--- src/rtl/multicycle_sequencer.sv ---
// multicycle_sequencer: control FSM for the multi-cycle datapath (one ALU,
// one unified memory port, register file, PC). Walks each instruction
// through FETCH/DECODE/execute/write-back states, stalls on MemReady,
// counts retired instructions, and flags illegal opcodes and memory timeouts.
//
// Ports:
//   Clk, Rst             clock (rising edge), synchronous active-high reset
//   Opcode, Funct        IR[31:26], IR[5:0]; Opcode valid from DECODE onward
//   Zero                 ALU zero flag (same cycle)
//   MemReady             memory completes the current access this cycle
//   PCEn..PCSource       datapath mux selects / write enables
//   State                current state code (debug)
//   InstrCount           retired instruction counter (wraps)
//   IllegalOp, MemFault  sticky error flags, cleared only by Rst
module multicycle_sequencer #(
  parameter int TIMEOUT = 16,
  parameter int CNT_W   = 32
) (
  input  logic             Clk,
  input  logic             Rst,
  input  logic [5:0]       Opcode,
  input  logic [5:0]       Funct,
  input  logic             Zero,
  input  logic             MemReady,
  output logic             PCEn,
  output logic             IorD,
  output logic             MemRead,
  output logic             MemWrite,
  output logic             IRWrite,
  output logic             RegDst,
  output logic             RegWrite,
  output logic             MemtoReg,
  output logic             ALUSrcA,
  output logic [1:0]       ALUSrcB,
  output logic [1:0]       ALUOp,
  output logic [1:0]       PCSource,
  output logic [3:0]       State,
  output logic [CNT_W-1:0] InstrCount,
  output logic             IllegalOp,
  output logic             MemFault
);

  typedef enum logic [3:0] {
    S_FETCH   = 4'd0,  S_DECODE = 4'd1,  S_MEMADDR = 4'd2, S_MEMRD  = 4'd3,
    S_MEMWB   = 4'd4,  S_MEMWR  = 4'd5,  S_EXEC    = 4'd6, S_RWB    = 4'd7,
    S_BRANCH  = 4'd8,  S_JUMP   = 4'd9,  S_ADDIEX  = 4'd10, S_ADDIWB = 4'd11,
    S_JR      = 4'd12
  } state_e;

  localparam bit TO_EN  = (TIMEOUT > 0);
  // Counter only ever holds 0..TIMEOUT-1: the abort fires on the cycle
  // that would make it TIMEOUT.
  localparam int WAIT_W = (TIMEOUT > 1) ? $clog2(TIMEOUT) : 1;

  state_e             state_q, state_d;
  logic [WAIT_W-1:0]  wait_q, wait_d;
  logic [CNT_W-1:0]   count_q, count_d;
  logic               illegal_q, illegal_d;
  logic               fault_q, fault_d;
  logic               mem_wait, time_up, retire;

  assign mem_wait = (state_q inside {S_FETCH, S_MEMRD, S_MEMWR}) && !MemReady;
  // MemReady wins over a simultaneous timeout because mem_wait requires !MemReady.
  assign time_up  = TO_EN && mem_wait && (wait_q == WAIT_W'(TIMEOUT - 1));

  always_comb begin
    state_d   = state_q;
    illegal_d = illegal_q;
    fault_d   = fault_q;
    retire    = 1'b0;
    case (state_q)
      S_FETCH: begin
        if (MemReady)     state_d = S_DECODE;
        else if (time_up) fault_d = 1'b1;  // stay in FETCH, PC untouched
      end
      S_DECODE: begin
        case (Opcode)
          6'b100011, 6'b101011: state_d = S_MEMADDR;
          6'b000000:            state_d = (Funct == 6'b001000) ? S_JR : S_EXEC;
          6'b000100, 6'b000101: state_d = S_BRANCH;
          6'b000010:            state_d = S_JUMP;
          6'b001000:            state_d = S_ADDIEX;
          default: begin
            state_d   = S_FETCH;
            illegal_d = 1'b1;
          end
        endcase
      end
      S_MEMADDR: state_d = (Opcode == 6'b100011) ? S_MEMRD : S_MEMWR;
      S_MEMRD: begin
        if (MemReady) state_d = S_MEMWB;
        else if (time_up) begin
          state_d = S_FETCH;
          fault_d = 1'b1;
        end
      end
      S_MEMWR: begin
        if (MemReady) begin
          state_d = S_FETCH;
          retire  = 1'b1;
        end else if (time_up) begin
          state_d = S_FETCH;
          fault_d = 1'b1;
        end
      end
      S_EXEC:   state_d = S_RWB;
      S_ADDIEX: state_d = S_ADDIWB;
      S_MEMWB, S_RWB, S_BRANCH, S_JUMP, S_JR, S_ADDIWB: begin
        state_d = S_FETCH;
        retire  = 1'b1;
      end
      default: state_d = S_FETCH;
    endcase
    // Any state change or a non-waiting cycle clears the wait counter.
    wait_d  = (TO_EN && mem_wait && !time_up) ? wait_q + 1'b1 : '0;
    count_d = retire ? count_q + 1'b1 : count_q;
  end

  always_ff @(posedge Clk) begin
    if (Rst) begin
      state_q   <= S_FETCH;
      wait_q    <= '0;
      count_q   <= '0;
      illegal_q <= 1'b0;
      fault_q   <= 1'b0;
    end else begin
      state_q   <= state_d;
      wait_q    <= wait_d;
      count_q   <= count_d;
      illegal_q <= illegal_d;
      fault_q   <= fault_d;
    end
  end

  // Moore decode of the registered state; PCEn/IRWrite additionally
  // qualified by MemReady / Zero. Everything is held low during Rst.
  always_comb begin
    PCEn     = 1'b0;
    IorD     = 1'b0;
    MemRead  = 1'b0;
    MemWrite = 1'b0;
    IRWrite  = 1'b0;
    RegDst   = 1'b0;
    RegWrite = 1'b0;
    MemtoReg = 1'b0;
    ALUSrcA  = 1'b0;
    ALUSrcB  = 2'b00;
    ALUOp    = 2'b00;
    PCSource = 2'b00;
    if (!Rst) begin
      case (state_q)
        S_FETCH: begin
          MemRead = 1'b1;
          ALUSrcB = 2'b01;
          IRWrite = MemReady;
          PCEn    = MemReady;
        end
        S_DECODE:  ALUSrcB = 2'b11;
        S_MEMADDR: begin ALUSrcA = 1'b1; ALUSrcB = 2'b10; end
        S_MEMRD:   begin MemRead = 1'b1; IorD = 1'b1; end
        S_MEMWB:   begin RegWrite = 1'b1; MemtoReg = 1'b1; end
        S_MEMWR:   begin MemWrite = 1'b1; IorD = 1'b1; end
        S_EXEC:    begin ALUSrcA = 1'b1; ALUOp = 2'b10; end
        S_RWB:     begin RegDst = 1'b1; RegWrite = 1'b1; end
        S_BRANCH: begin
          ALUSrcA  = 1'b1;
          ALUOp    = 2'b01;
          PCSource = 2'b01;
          if (Opcode == 6'b000100)      PCEn = Zero;
          else if (Opcode == 6'b000101) PCEn = !Zero;
        end
        S_JUMP:   begin PCSource = 2'b10; PCEn = 1'b1; end
        S_JR:     begin PCSource = 2'b11; PCEn = 1'b1; end
        S_ADDIEX: begin ALUSrcA = 1'b1; ALUSrcB = 2'b10; end
        S_ADDIWB: RegWrite = 1'b1;
        default: ;
      endcase
    end
  end

  assign State      = state_q;
  assign InstrCount = count_q;
  assign IllegalOp  = illegal_q;
  assign MemFault   = fault_q;

endmodule
--- config.mk ---
export PLATFORM = sky130hd
export DESIGN_NAME = multicycle_sequencer
export DESIGN_NICKNAME = d
export VERILOG_FILES = /design/src/rtl/multicycle_sequencer.sv
export SDC_FILE = /design/constraint.sdc
export NUM_CORES = 1
export LEC_CHECK = 0
export CAP_MARGIN = 20
export CORE_MARGIN = 2
export CORE_UTILIZATION = 40
export CTS_CLUSTER_SIZE = 8
export DETAILED_ROUTE_END_ITERATION = 12
export GPL_TIMING_DRIVEN = 0
export HOLD_SLACK_MARGIN = 0.08
export PLACE_DENSITY = 0.7
export SLEW_MARGIN = 20
export SYNTH_ARGS = -nofsm -noshare
export SYNTH_HDL_FRONTEND = slang
export SYNTH_SLANG_ARGS = --single-unit
--- constraint.sdc ---
create_clock -name Clk -period 6 [get_ports Clk]
set_clock_uncertainty 0.2 [all_clocks]
set_input_delay 0.9 -clock Clk [delete_from_list [all_inputs] [get_ports Clk]]
set_output_delay 0.9 -clock Clk [all_outputs]
set_load 0.01 [all_outputs]
==> reports/summary.txt, run 1 <==
share of the synthesized area in the top cell type -> 34.0%
setup slack on the worst flop-to-flop path -> 3.56 ns
count of final setup violators -> 0
final wirelength -> 6580 um
Critical Path Slowest Stage Cell -> sky130_fd_sc_hd__clkdlybuf4s50_1
count of standard-cell rows -> 28
Yosys warnings -> 0
unrepaired setup endpoints after global routing -> false
fraction of layout cells with a size suffix above 1 -> 5.15%
DR vias -> 2,546
Post-Syn Area per Cell -> 7.80 um2
share of the synthesized area in compound gates (AO/OA/AOI/OAI) -> 18.5%
Synth Register Bits -> 42
All-Layer GR Usage -> 20.1%
Synth Instances -> 317
max capacitance violation total -> 0
run status -> finished, final reports clean
overall die width -> 82.6 um
pin count of the biggest net entering global routing -> 15
synth top area cells -> sky130_fd_sc_hd__dfxtp_1 34%, sky130_fd_sc_hd__nor2_1 5.9%, sky130_fd_sc_hd__a21oi_1 4.9%, sky130_fd_sc_hd__xnor2_1 3.9%, sky130_fd_sc_hd__or3_1 3.8%
# hold bufs at CTS -> 0
area inside the core boundary -> 5960 um2
critical path startpoint category -> input port
chip height -> 82.6 um
number of hold violations in the final report -> 0
share of cell area taken by muxes after synthesis -> 0.405%
clock tree from TritonCTS -> yes
fraction of registers with async set/reset -> 0%
routed length per instance -> 14.2 um
Final GP Congestion -> 0.893
number of DRC violations after detailed routing -> 0
highest ir drop seen on vdd -> 0.142 mV
ANT nets after route -> 0
buffers inserted by post-CTS timing repair -> 0
later-pin clock latency in the skew report -> 0.30 ns
worst relative slew slack -> 58.0%
area leader, netlist -> sky130_fd_sc_hd__dfxtp_1
post-synthesis cell area -> 2470 um2
Area growth syn-to-layout -> 32.9%
TritonCTS buffer count -> 5
transition time at the pin with the least slew margin -> 0.631 ns
number of vias per cell -> 5.50
worst path cell trace -> clkdlybuf4s50_1, nor2_1, nand2_1, nor4_1, nor3_1, o31ai_1, clkdlybuf4s50_1
Clock Tree Buf Depth -> 2
Post-synth EDFFs -> 0
CP Capture Type -> output pin
least setup slack across all paths after layout -> 1.98 ns
post-synthesis share of cell area spent on and, or, nand and nor gates -> 33.0%
die area -> 6830 um2
via count of the first global-routing pass -> 2,328
critical path required time -> 4.90 ns
antenna violations before repair -> 0
cell count after placement -> 455
Final nets -> 405
Tcrit/Tclk final -> 67.0%
Clock Sink Count -> 42
startpoint-to-endpoint class of the critical path -> in -> out
global-route wire length before repair -> 10,800 um
Clk pin slew, worst setup/hold paths -> 0.08 ns
Synth cell types -> 54
Antenna Diode Count -> 0
Overflow after GRT -> 0
slowest cell delay on critical path -> 0.60 ns
PostCTS Resize Cnt -> 0
maximum clock rate -> 249 MHz
root cell of the clock tree -> sky130_fd_sc_hd__clkbuf_8
fraction of the yosys area taken by sequential cells -> 34.0%
Port Buf Inserts -> 63
classification of the worst-slack hold path -> reg -> reg
non-filler cells, final -> 463
minimum setup slack after placement -> 2.03 ns
effective utilization at floorplan -> 41.5%
number of search-and-repair iterations in the first detailed-routing pass -> 4
xor/xnor cell area share of the yosys netlist -> 7.44%
Final TNS setup -> 0 ns
power density relative to cell area -> 160 nW/um2
largest family of logic cells by synthesized area -> simple AND/OR/NAND/NOR gates
count of routing violations after the opening detailed-route iteration -> 123
HPWL Detailed -> 4870 um
worst-path fanout max -> 6
final core utilization -> 55.2%
I/O pin total -> 69
H-tree depth reported by CTS -> 2
Primary FF master, synth -> sky130_fd_sc_hd__dfxtp_1
final slew viol count -> 0
cell with the most instances on the worst path -> sky130_fd_sc_hd__clkdlybuf4s50_1
total leakage power -> 1.06 nW
number of nets in the synthesized netlist -> 335
adder and majority cell fraction of the synthesized area -> 1.01%
time the worst path needs with I/O delays and setup -> 4.02 ns
critical path arrival -> 2.92 ns
-- final timing paths --
path / depth (start not counted) / to / start
setup / recovery: 7 / PCEn / Opcode[3]
hold / removal: 1 / wait_q[0] / wait_q[0]
setup reg to reg: 7 / InstrCount[23] / State[1]
hold reg to reg: 1 / wait_q[0] / wait_q[0]
-- flip-flops by register name, summed over array words and instances, names as in the netlist --
signal      flops
InstrCount     32
State           4
wait_q          4
MemFault        1
IllegalOp       1
-- power by group --
part,internal (mW),leakage [nW],switching [mW]
sequential,0.281,0.339,0.00246
combinational,0.0247,0.675,0.0309
clock,0.0819,0.0441,0.106
total,0.387,1.06,0.140
-- cell usage in the layout, fill, tap and decap left out, types with 3 or more instances in the layout --
master	synthesis	final
sky130_fd_sc_hd__nand2b_1	7	7
sky130_fd_sc_hd__a21oi_1	24	24
sky130_fd_sc_hd__a31oi_1	4	4
sky130_fd_sc_hd__or3_1	15	15
sky130_fd_sc_hd__inv_1	9	9
sky130_fd_sc_hd__clkbuf_8	0	5
sky130_fd_sc_hd__nor3_1	12	12
sky130_fd_sc_hd__nor2_1	39	39
sky130_fd_sc_hd__a21o_1	3	3
sky130_fd_sc_hd__dfxtp_1	42	42
sky130_fd_sc_hd__nand3_1	16	16
sky130_fd_sc_hd__o21ai_0	3	3
sky130_fd_sc_hd__xor2_1	10	10
sky130_fd_sc_hd__nor2b_1	3	3
sky130_fd_sc_hd__clkdlybuf4s50_1	0	63
sky130_fd_sc_hd__xnor2_1	11	11
sky130_fd_sc_hd__o21ai_1	16	16
sky130_fd_sc_hd__nor4_1	6	6
sky130_fd_sc_hd__nand2_1	18	18
sky130_fd_sc_hd__nand4_1	13	13
sky130_fd_sc_hd__clkbuf_1	16	16
sky130_fd_sc_hd__and3_1	4	4
-- synth_stat cells (6+ instances only) --
cell / n
sky130_fd_sc_hd__or3_1: 15
sky130_fd_sc_hd__dfxtp_1: 42
sky130_fd_sc_hd__inv_1: 9
sky130_fd_sc_hd__nor3_1: 12
sky130_fd_sc_hd__xnor2_1: 11
sky130_fd_sc_hd__nor4_1: 6
sky130_fd_sc_hd__xor2_1: 10
sky130_fd_sc_hd__clkbuf_1: 16
sky130_fd_sc_hd__o21ai_1: 16
sky130_fd_sc_hd__nor2_1: 39
sky130_fd_sc_hd__nand4_1: 13
sky130_fd_sc_hd__nand3_1: 16
sky130_fd_sc_hd__nand2_1: 18
sky130_fd_sc_hd__a21oi_1: 24
sky130_fd_sc_hd__nand2b_1: 7
-- metal layers --
metal,track usage (%),vias up,part of all wire (%)
li1,-,1273,-
met1,26.8,1203,47
met2,32.4,63,47
met3,4.57,7,4.6
met4,5.74,0,0.99
met5,0,-,0
-- worst max-delay path, delay by kind of cell --
kind	cells	cell delay, ns
buffers and inverters	2	1.12
and+or+nand+nor	4	0.60
AOI/OAI and AO/OA	1	0.29
-- kinds of logic (layout without fill, tap and decap cells) --
group | after synthesis | after routing
flops | 42 | 42
compound gates | 68 | 68
buf+inv | 32 | 103
xor+xnor | 21 | 21
mux | 1 | 1
fa+ha+maj | 2 | 2
simple gates | 151 | 151
-- through the flow --
step | total power [mW] | hold slack, ns | area [um2]
after floorplan | 0.321 | 0.218 | 2470
after global placement | 0.344 | 0.232 | 3200
after detailed placement | 0.345 | 0.242 | 3200
after CTS | 0.530 | 0.256 | 3290
after global routing | 0.548 | 0.283 | 3290
final | 0.527 | 0.250 | 3290
-- final cells by class --
cell class                 count  area, um2
multi-input combinational    243       1490
inverter                       9       33.8
timing repair buffer          63        631
buffer                        23        108
clock buffer                   5       68.8
clock inverter                 3       21.3
sequential                    42        841
tap                           75       93.8
fill                         589       2670
No activity file was read; power rests on OpenSTA's default activity.
==> inputs of run 2 (changes only) <==
Clock period 6 ns to 3.9 ns, I/O delays scaled along.
==> results of run 2 <==
Same layout as run 1 (identical final DEF). Status: finished, final reports clean.
Among the figures that moved: setup slack after placement 2.03 ns -> 0.563 ns; setup slack after layout 1.98 ns -> 0.510 ns; register-to-register setup slack 3.56 ns -> 1.46 ns; total power 0.527 mW -> 0.811 mW; worst IR drop on VDD 0.142 mV -> 0.218 mV
